## src/rtl/exc_ctrl_pkg.sv

```systemverilog
// Shared types and constants for the exception controller: FSM encoding,
// ExcCode values and CP0 Status/Cause bit positions.
package exc_ctrl_pkg;

    typedef enum logic [1:0] {
        ST_IDLE     = 2'd0,
        ST_FLUSH    = 2'd1,
        ST_REDIRECT = 2'd2
    } state_t;

    localparam logic [4:0] EXC_INT     = 5'd0;
    localparam logic [4:0] EXC_SYSCALL = 5'd8;
    localparam logic [4:0] EXC_RI      = 5'd10;
    localparam logic [4:0] EXC_OV      = 5'd12;

    localparam int STATUS_IE    = 0;
    localparam int STATUS_EXL   = 1;
    localparam int STATUS_ERL   = 2;
    localparam int STATUS_IM_LO = 8;
    localparam int STATUS_BEV   = 22;

    localparam int CAUSE_EXC_LO = 2;
    localparam int CAUSE_IP_LO  = 8;
    localparam int CAUSE_BD     = 31;

endpackage

```

## src/rtl/exc_ctrl_if.sv

```systemverilog
// Pipeline <-> exception controller signal bundle; slave is the controller side.
interface exc_ctrl_if;

    logic [31:0] status_q;
    logic [5:0]  hw_int;
    logic        exc_req;
    logic [4:0]  exc_code;
    logic [31:0] exc_pc;
    logic        exc_bd;
    logic        eret;
    logic        cause_we;
    logic        epc_we;
    logic [31:0] mtcd;
    logic        exl_next;
    logic        flush;
    logic        redirect;
    logic [31:0] redirect_pc;
    logic [31:0] cause_q;
    logic [31:0] epc_q;
    logic        busy;

    modport slave (
        input  status_q, hw_int, exc_req, exc_code, exc_pc, exc_bd, eret,
               cause_we, epc_we, mtcd,
        output exl_next, flush, redirect, redirect_pc, cause_q, epc_q, busy
    );

    modport master (
        output status_q, hw_int, exc_req, exc_code, exc_pc, exc_bd, eret,
               cause_we, epc_we, mtcd,
        input  exl_next, flush, redirect, redirect_pc, cause_q, epc_q, busy
    );

endinterface

```

## src/rtl/exc_ctrl_int_sync.sv

```systemverilog
// Multi-flop synchronizer bringing the asynchronous interrupt lines into clk.
module int_sync #(
    parameter int WIDTH  = 6,
    parameter int STAGES = 2
) (
    input  logic             clk,
    input  logic             rst,
    input  logic [WIDTH-1:0] d,
    output logic [WIDTH-1:0] q
);

    logic [WIDTH-1:0] sync_q [STAGES];

    // NOTE: sequential state uses non-blocking assignment so every stage
    // samples the previous stage's old value, forming a real shift chain.
    always_ff @(posedge clk or negedge rst) begin
        if (!rst) begin
            for (int i = 0; i < STAGES; i++) sync_q[i] <= '0;
        end else begin
            sync_q[0] <= d;
            for (int i = 1; i < STAGES; i++) sync_q[i] <= sync_q[i-1];
        end
    end

    assign q = sync_q[STAGES-1];

endmodule

```

## src/rtl/exc_ctrl.sv

```systemverilog
// CP0 exception/interrupt controller: accepts one event in IDLE, captures
// EPC/Cause, then issues a one-cycle flush followed by a one-cycle redirect.
module exc_ctrl
    import exc_ctrl_pkg::*;
#(
    parameter logic [31:0] VEC_NORMAL  = 32'h8000_0180,
    parameter logic [31:0] VEC_BOOT    = 32'hBFC0_0380,
    parameter int          SYNC_STAGES = 2
) (
    input  logic       clk,
    input  logic       rst,
    exc_ctrl_if.slave  bus
);

    state_t      state;
    logic [5:0]  hw_ip;
    logic [1:0]  ip_sw;
    logic [7:0]  ip;
    logic [7:0]  im;
    logic        int_pend;
    logic        idle;
    logic        take_exc;
    logic        take_int;
    logic        take_trap;
    logic        take_eret;
    logic        cause_bd;
    logic [4:0]  cause_exc;
    logic [31:0] epc;
    logic        flush;
    logic        redirect;
    logic        busy;
    logic [31:0] redirect_pc;

    int_sync #(
        .WIDTH  (6),
        .STAGES (SYNC_STAGES)
    ) u_int_sync (
        .clk (clk),
        .rst (rst),
        .d   (bus.hw_int),
        .q   (hw_ip)
    );

    assign ip = {hw_ip, ip_sw};
    assign im = bus.status_q[STATUS_IM_LO +: 8];

    assign int_pend = bus.status_q[STATUS_IE] & ~bus.status_q[STATUS_EXL] &
                      ~bus.status_q[STATUS_ERL] & (|(ip & im));

    // Acceptance priority: exception, then interrupt, then eret.
    assign idle      = (state == ST_IDLE);
    assign take_exc  = idle & bus.exc_req;
    assign take_int  = idle & ~bus.exc_req & int_pend;
    assign take_trap = take_exc | take_int;
    assign take_eret = idle & ~bus.exc_req & ~int_pend & bus.eret;

    // NOTE: every branch of this selector assigns a value, so no latch can form.
    assign bus.exl_next = take_trap ? 1'b1 :
                          take_eret ? 1'b0 : bus.status_q[STATUS_EXL];

    always_ff @(posedge clk or negedge rst) begin
        if (!rst) begin
            state       <= ST_IDLE;
            flush       <= 1'b0;
            redirect    <= 1'b0;
            busy        <= 1'b0;
            redirect_pc <= '0;
            epc         <= '0;
            cause_bd    <= 1'b0;
            cause_exc   <= EXC_INT;
            ip_sw       <= 2'b00;
        end else begin
            if (bus.cause_we) ip_sw <= bus.mtcd[9:8];

            // A nested trap (EXL already set) keeps the original EPC and BD.
            if (take_trap && !bus.status_q[STATUS_EXL]) begin
                epc      <= bus.exc_bd ? bus.exc_pc - 32'd4 : bus.exc_pc;
                cause_bd <= bus.exc_bd;
            end else if (bus.epc_we) begin
                epc <= bus.mtcd;
            end

            unique case (state)
                ST_IDLE: begin
                    if (take_trap) begin
                        cause_exc   <= take_exc ? bus.exc_code : EXC_INT;
                        redirect_pc <= bus.status_q[STATUS_BEV] ? VEC_BOOT : VEC_NORMAL;
                    end else if (take_eret) begin
                        redirect_pc <= epc;
                    end
                    if (take_trap || take_eret) begin
                        state <= ST_FLUSH;
                        flush <= 1'b1;
                        busy  <= 1'b1;
                    end
                end
                ST_FLUSH: begin
                    state    <= ST_REDIRECT;
                    flush    <= 1'b0;
                    redirect <= 1'b1;
                end
                ST_REDIRECT: begin
                    state    <= ST_IDLE;
                    redirect <= 1'b0;
                    busy     <= 1'b0;
                end
                default: begin
                    state    <= ST_IDLE;
                    flush    <= 1'b0;
                    redirect <= 1'b0;
                    busy     <= 1'b0;
                end
            endcase
        end
    end

    assign bus.flush       = flush;
    assign bus.redirect    = redirect;
    assign bus.busy        = busy;
    assign bus.redirect_pc = redirect_pc;
    assign bus.epc_q       = epc;
    assign bus.cause_q     = {cause_bd, 15'b0, ip, 1'b0, cause_exc, 2'b00};

endmodule
```

## src/flat_wrapper.sv

```systemverilog
// flat-port wrapper written by rule: the top's interface ports become plain ports
module exc_ctrl_flat import exc_ctrl_pkg::*;
#(
    parameter logic [31:0] VEC_NORMAL  = 32'h8000_0180,
    parameter logic [31:0] VEC_BOOT    = 32'hBFC0_0380,
    parameter int          SYNC_STAGES = 2
)
  (clk, rst, bus_status_q, bus_hw_int, bus_exc_req, bus_exc_code, bus_exc_pc, bus_exc_bd, bus_eret, bus_cause_we, bus_epc_we, bus_mtcd, bus_exl_next, bus_flush, bus_redirect, bus_redirect_pc, bus_cause_q, bus_epc_q, bus_busy);
  exc_ctrl_if bus_i ();
  input  logic clk;
  input  logic rst;
  input wire logic [$bits(bus_i.status_q)-1:0] bus_status_q;
  input wire logic [$bits(bus_i.hw_int)-1:0] bus_hw_int;
  input wire logic [$bits(bus_i.exc_req)-1:0] bus_exc_req;
  input wire logic [$bits(bus_i.exc_code)-1:0] bus_exc_code;
  input wire logic [$bits(bus_i.exc_pc)-1:0] bus_exc_pc;
  input wire logic [$bits(bus_i.exc_bd)-1:0] bus_exc_bd;
  input wire logic [$bits(bus_i.eret)-1:0] bus_eret;
  input wire logic [$bits(bus_i.cause_we)-1:0] bus_cause_we;
  input wire logic [$bits(bus_i.epc_we)-1:0] bus_epc_we;
  input wire logic [$bits(bus_i.mtcd)-1:0] bus_mtcd;
  output wire logic [$bits(bus_i.exl_next)-1:0] bus_exl_next;
  output wire logic [$bits(bus_i.flush)-1:0] bus_flush;
  output wire logic [$bits(bus_i.redirect)-1:0] bus_redirect;
  output wire logic [$bits(bus_i.redirect_pc)-1:0] bus_redirect_pc;
  output wire logic [$bits(bus_i.cause_q)-1:0] bus_cause_q;
  output wire logic [$bits(bus_i.epc_q)-1:0] bus_epc_q;
  output wire logic [$bits(bus_i.busy)-1:0] bus_busy;
  assign bus_i.status_q = bus_status_q;
  assign bus_i.hw_int = bus_hw_int;
  assign bus_i.exc_req = bus_exc_req;
  assign bus_i.exc_code = bus_exc_code;
  assign bus_i.exc_pc = bus_exc_pc;
  assign bus_i.exc_bd = bus_exc_bd;
  assign bus_i.eret = bus_eret;
  assign bus_i.cause_we = bus_cause_we;
  assign bus_i.epc_we = bus_epc_we;
  assign bus_i.mtcd = bus_mtcd;
  assign bus_exl_next = bus_i.exl_next;
  assign bus_flush = bus_i.flush;
  assign bus_redirect = bus_i.redirect;
  assign bus_redirect_pc = bus_i.redirect_pc;
  assign bus_cause_q = bus_i.cause_q;
  assign bus_epc_q = bus_i.epc_q;
  assign bus_busy = bus_i.busy;
  exc_ctrl #(.VEC_NORMAL(VEC_NORMAL), .VEC_BOOT(VEC_BOOT), .SYNC_STAGES(SYNC_STAGES)) u_core (.clk(clk), .rst(rst), .bus(bus_i));
endmodule
```

## config.mk

```make
export PLATFORM = sky130hd
export DESIGN_NAME = exc_ctrl_flat
export DESIGN_NICKNAME = d
export VERILOG_FILES = /design/src/rtl/exc_ctrl_pkg.sv /design/src/rtl/exc_ctrl_if.sv /design/src/rtl/exc_ctrl_int_sync.sv /design/src/rtl/exc_ctrl.sv /design/src/flat_wrapper.sv
export SDC_FILE = /design/constraint.sdc
export NUM_CORES = 1
export LEC_CHECK = 0
export CELL_PAD_IN_SITES_DETAIL_PLACEMENT = 0
export CELL_PAD_IN_SITES_GLOBAL_PLACEMENT = 1
export CORE_ASPECT_RATIO = 0.75
export CORE_UTILIZATION = 34
export CTS_BUF_LIST = sky130_fd_sc_hd__clkbuf_4
export CTS_CLUSTER_DIAMETER = 100
export CTS_CLUSTER_SIZE = 24
export DETAILED_ROUTE_END_ITERATION = 12
export GPL_TIMING_DRIVEN = 0
export PLACE_DENSITY_LB_ADDON = 0.2
export SETUP_SLACK_MARGIN = 0.2
export SKIP_LAST_GASP = 1
export SYNTH_ARGS = -nofsm -noshare
export SYNTH_HDL_FRONTEND = slang
export SYNTH_SLANG_ARGS = --single-unit
```

## constraint.sdc

```tcl
create_clock -name clk -period 5 [get_ports clk]
set_input_delay 0.75 -clock clk [delete_from_list [all_inputs] [get_ports clk]]
set_output_delay 0.75 -clock clk [all_outputs]
set_load 0.02 [all_outputs]
```

Yosys cells after proc, flatten, opt, wreduce, memory -nomap -nowiden
Cells that the tools add are included.
{ "word_totals": {"register_bits": 89, "inputBits": 114, "wordCells": 57} }
{ "classes": {"addsub": 1, "eq_ne": 3, "n_mux": 15, "n_bitwise": 16, "reduce_logical": 11} }
{ "op_table": {"columns": ["cell", "n"], "rows": [
  ["two-way mux 32 bit", 5],
  ["subtractor 32 x 3 -> 32 bit, second input constant", 1],
  ["two-way mux 30 bit", 1],
  ["AND 1 bit", 8],
  ["AND 8 bit", 1],
  ["AND reduction 2 bit", 4],
  ["OR reduction 8 bit", 1],
  ["NOT 1 bit", 6],
  ["one-hot mux 1 bit (2 select lines)", 3],
  ["two-way mux 5 bit", 1],
  ["one-hot mux 2 bit (2 select lines)", 1],
  ["nonzero test 2 bit", 2],
  ["two-way mux 1 bit", 3],
  ["== test 2 x 1 -> 1 bit, second input constant", 1],
  ["== test 2 bit, second input constant", 1],
  ["zero test 2 bit", 1],
  ["two-way mux 2 bit", 1],
  ["inequality test 2 bit, second input constant", 1],
  ["logical AND 1 bit", 1],
  ["zero test 1 bit", 1],
  ["logical OR 1 bit", 1],
  ["OR 1 bit", 1]
]} }

Logic depth before layout (Yosys ltp)
{ "depth": {"ltp_word": 10, "depth_mapped": 7, "mapped_depth_nobuf": 6} }

Modules after synthesis
Synthesis repeated with hierarchy kept, for this count alone.
{ "unflattened": {"hier_cells": 352, "hier_area_um2": 4317.9} }
{ "modules_own_cells": {"columns": ["module", "n_inst", "cells_per_inst", "area_per_inst_um2"], "rows": [
  ["exc_ctrl", 1, 334, 3972.6],
  ["int_sync", 1, 18, 345.3]
]} }

Worst setup path after synthesis
No wires, ideal clock.
{ "synth_path": {"path_kind": "input port to output port", "start": "input bus_status_q[12]", "end": "output bus_exl_next", "arrival_time_ps": 1734, "required_ps": 4250, "setup_slack_ps": 2516, "cell_stages": 5, "path_cell_list": "a22oi_1 > nand4_1 > and4bb_2 > o21ai_1 > nand2_1"} }
{ "synth_via": {"elab_chain_len": 8} }
{ "synth_rtl": {"columns": ["element", "line", "rtl"], "rows": [
  ["start: declaration", "flat_wrapper.sv:12", "input wire logic [$bits(bus_i.status_q)-1:0] bus_status_q;"],
  ["AND 8 bit *", "exc_ctrl.sv:48", "~bus.status_q[STATUS_ERL] & (|(ip & im));"],
  ["OR reduction 8 bit *", "exc_ctrl.sv:48", null],
  ["AND 1 bit *", "exc_ctrl.sv:48", null],
  ["NOT 1 bit", "exc_ctrl.sv:55", "assign take_eret = idle & ~bus.exc_req & ~int_pend & bus.eret;"],
  ["AND 1 bit (2 in series)", "exc_ctrl.sv:55", null],
  ["two-way mux 1 bit", "exc_ctrl.sv:59", "take_eret ? 1'b0 : bus.status_q[STATUS_EXL];"],
  ["two-way mux 1 bit *", "exc_ctrl.sv:58", "assign bus.exl_next = take_trap ? 1'b1 :"],
  ["end: declaration", "flat_wrapper.sv:22", "output wire logic [$bits(bus_i.exl_next)-1:0] bus_exl_next;"]
]} }
Mark *: on every way between the ends. The rest lies on a longest branch, timed or not.

Final worst setup path
{ "layout_path": {"start": "input bus_status_q[9]", "end": "output bus_exl_next"} }
The elaborated chain is that of the path after synthesis.

==> results_dict.tcl <==
set metrics [dict create \
    status "completed" \
    grt_max_degree 52 \
    gp_congestion 0.8313 \
    htree_levels 3 \
    relSlewSlack 0.4404 \
    start_util 0.3520 \
    crit_type "input port to primary output" \
    hold_slack_ns 0.2541 \
    cts_hold_buffers 0 \
    rows 35 \
    drv_slew 0 \
    worst_slew_pin_slew_ns 0.8394 \
    cts_tree "built" \
    routedWlPerCell_microns 17.23 \
    hold_path_class "input port to asynchronous set/reset pin" \
    root_buffer "clkbuf_4" \
    clkLatencyLatePin_ns 0.45 \
    die_y_microns 100.3 \
    fmax_mhz 286.9 \
    via_per_inst 4.793 \
    synthTopCellsByArea "dfrtp_1 (51%), mux2i_1 (14%), xnor2_1 (4.8%)" \
    antenna_found_initial 0 \
    rsz0062_at_grt "no" \
    crit_path_start "bus_status_q[9]" \
    num_io_pins 214 \
    drive_gt1_frac 0.1357 \
    num_antenna_cells 0 \
    ys_seq_elements 89 \
    reg2reg_depth 5 \
    hold_violations 0 \
    drt-met1-wl_microns 5837 \
    cts.clk_slew.worst_paths_ns 0.15 \
    synth_ff_type "dfrtp_1" \
    fin_ws_ns 1.515 \
    min_period_ns 3.485 \
    yosysMostFrequentCell "dfrtp_1" \
    die_w_microns 133.0 \
    grt_pass1_wl_microns 19680 \
    drc 0 \
    finalPower_mw 2.917 \
    fillerInstances 1124 \
    met2_length_microns 5631 \
    ctsLongestPathBuffers 2 \
    period_share 0.6970 \
    detailedRoute.firstIterationViolations 68 \
    worst_ep_arrival_time_ns 2.74 \
    regToRegEndpoint "u_core.bus.redirect_pc[26]" \
    post_cts_resize_count 0 \
    multi_input_area_sq_mm 0.001902 \
    netlist_instances 354 \
    vdd_ir_drop_max_mv 0.2277 \
    synth-edff-count 0 \
    io_buffers 172 \
    maxCapViolations 0 \
    pre_cts_ws_ns 1.516 \
    setup_viol_count_final 0 \
    start_kind "input port" \
    wl_met3_microns 913 \
    ys_warn_count 0 \
    cts_sinks 89 \
    area_growth_pct 48.96 \
    overflow 0 \
    syn_area_per_cell_sq_um 12.37 \
    die_area_sq_mm 0.01334 \
    synth_area_sq_mm 0.004378 \
    synth_top_cell_area_share 0.5087 \
    first_global_vias 3573 \
    core_area_sq_mm 0.01244 \
    reg2reg_slack_ns 2.57 \
    numCtsBuffers 9 \
    first_pass_iters 4 \
    ys_types 44 \
    endpoint_kind "primary output" \
    top_layer_used "met4" \
    nNetsFinal 670 \
    synth_common_cells "dfrtp_1 (89), mux2i_1 (60), buf_4 (25)" \
    regArea_sq_mm 0.002227 \
    yosysTopAreaCell "dfrtp_1" \
    track_usage 0.1947 \
    async_reset_ff_frac 1.000 \
    postRouteAntennaNets 0 \
    clock_skew_ns 0.01053 \
    routed_wl_microns 12510 \
    via_count 3480 \
    cts_setup_buffers 0 \
    worstPathMaxFanout 6 \
    worstSetupEndpoint "bus_exl_next" \
    ys_seq_area_frac 0.5087 \
    required_ns 4.25 \
    rr_startpoint "u_core.state[0]" \
    setup_tns_ns 0 \
    dp_hpwl_microns 9511 \
    p_per_area_mw_per_mm2 447.3 \
    leakage_nw 2.717 \
]
[critical path: stages]
cell and delay, ns:
clkdlybuf4s50_1 0.42, a22oi_1 0.21, nand4_1 0.12, and4bb_2 0.28
o21ai_1 0.33, nand2_1 0.08, clkdlybuf4s50_1 0.55
[per-stage QoR]
step	area [sq um]	cells	util
2_1_floorplan	4442	371	-
3_3_place_gp	6371	709	0.5123
3_5_place_dp	6396	710	0.5143
4_1_cts	6521	726	0.5243
5_1_grt	6521	726	0.5243
6_report	6521	726	0.5243
[cells in the final DEF, fill, tap and decap left out, types with 3 or more instances in the layout]
master | netlist | final
inv_1 | 8 | 8
nand2_1 | 10 | 10
buf_4 | 25 | 26
xor2_1 | 5 | 5
a2bb2oi_1 | 3 | 3
mux2i_1 | 60 | 60
nor3_1 | 8 | 8
conb_1 | 1 | 18
nand3b_1 | 3 | 3
nor2_1 | 10 | 10
a22oi_1 | 4 | 4
mux2_2 | 7 | 7
xnor2_1 | 24 | 24
clkbuf_1 | 12 | 12
buf_2 | 7 | 7
o21ai_0 | 3 | 3
a221o_1 | 9 | 9
nor4_1 | 5 | 5
dfrtp_1 | 89 | 89
clkbuf_4 | 0 | 10
clkdlybuf4s50_1 | 0 | 171
nor4_2 | 9 | 9
a32o_1 | 5 | 5
a22o_1 | 20 | 20
[worst min-delay path by stage]
stage                                             to  slack [ns]  cells past startpoint
final                     u_core.bus.redirect_pc[18]        0.25                      1
after global routing      u_core.bus.redirect_pc[18]        0.26                      1
after CTS                 u_core.bus.redirect_pc[18]        0.24                      1
after detailed placement      u_core.u_int_sync.q[4]        0.33                      0
after global placement        u_core.u_int_sync.q[2]        0.33                      0
after floorplan               u_core.u_int_sync.q[0]        0.33                      0
[cell type report]
type / instances / area share
Timing Repair Buffer: 173 / 0.2678
Sequential cell: 89 / 0.3415
Tap cell: 166 / 0.03185
Multi-Input combinational cell: 228 / 0.2916
Clock inverter: 6 / 0.007675
Inverter: 9 / 0.005180
Buffer: 45 / 0.04279
Clock buffer: 10 / 0.01151
[where the power goes]
part,leakage (nW),total (mW),switching (mW),internal [mW]
sequential,1.08,1.13,0.166,0.963
clock,0.0636,0.378,0.265,0.113
combinational,1.58,1.41,0.700,0.711
[state kept, by name (all words and copies together) (netlist names)]
signal,count
u_core.bus.epc_q,32
u_core.bus.redirect_pc,32
u_core.u_int_sync.q,6
u_core.u_int_sync.sync_q,6
u_core.cause_exc,5
u_core.ip_sw,2
u_core.state,2
u_core.bus.busy,1
u_core.bus.flush,1
u_core.bus.redirect,1
u_core.cause_bd,1
[cell families after synthesis]
| family | Yosys count | synth area share |
|---|---|---|
| other | 1 | 0.0008566 |
| AND/OR/NAND/NOR | 65 | 0.1077 |
| multiplexers | 67 | 0.1552 |
| XOR/XNOR | 29 | 0.05802 |
| AO/OA/AOI/OAI | 48 | 0.09517 |
| buffers and inverters | 54 | 0.07145 |
| adder cells (fa/ha/maj) | 1 | 0.002858 |
| flip-flops | 89 | 0.5087 |
[metal layers]
| metal | GRT usage | up-vias |
|---|---|---|
| li1 | - | 1650 |
| met1 | 0.2645 | 1686 |
| met2 | 0.3017 | 132 |
| met3 | 0.05808 | 12 |
| met4 | 0.05305 | 0 |
| met5 | 0 | - |
Note: power is estimated with default switching activity, not from simulation.
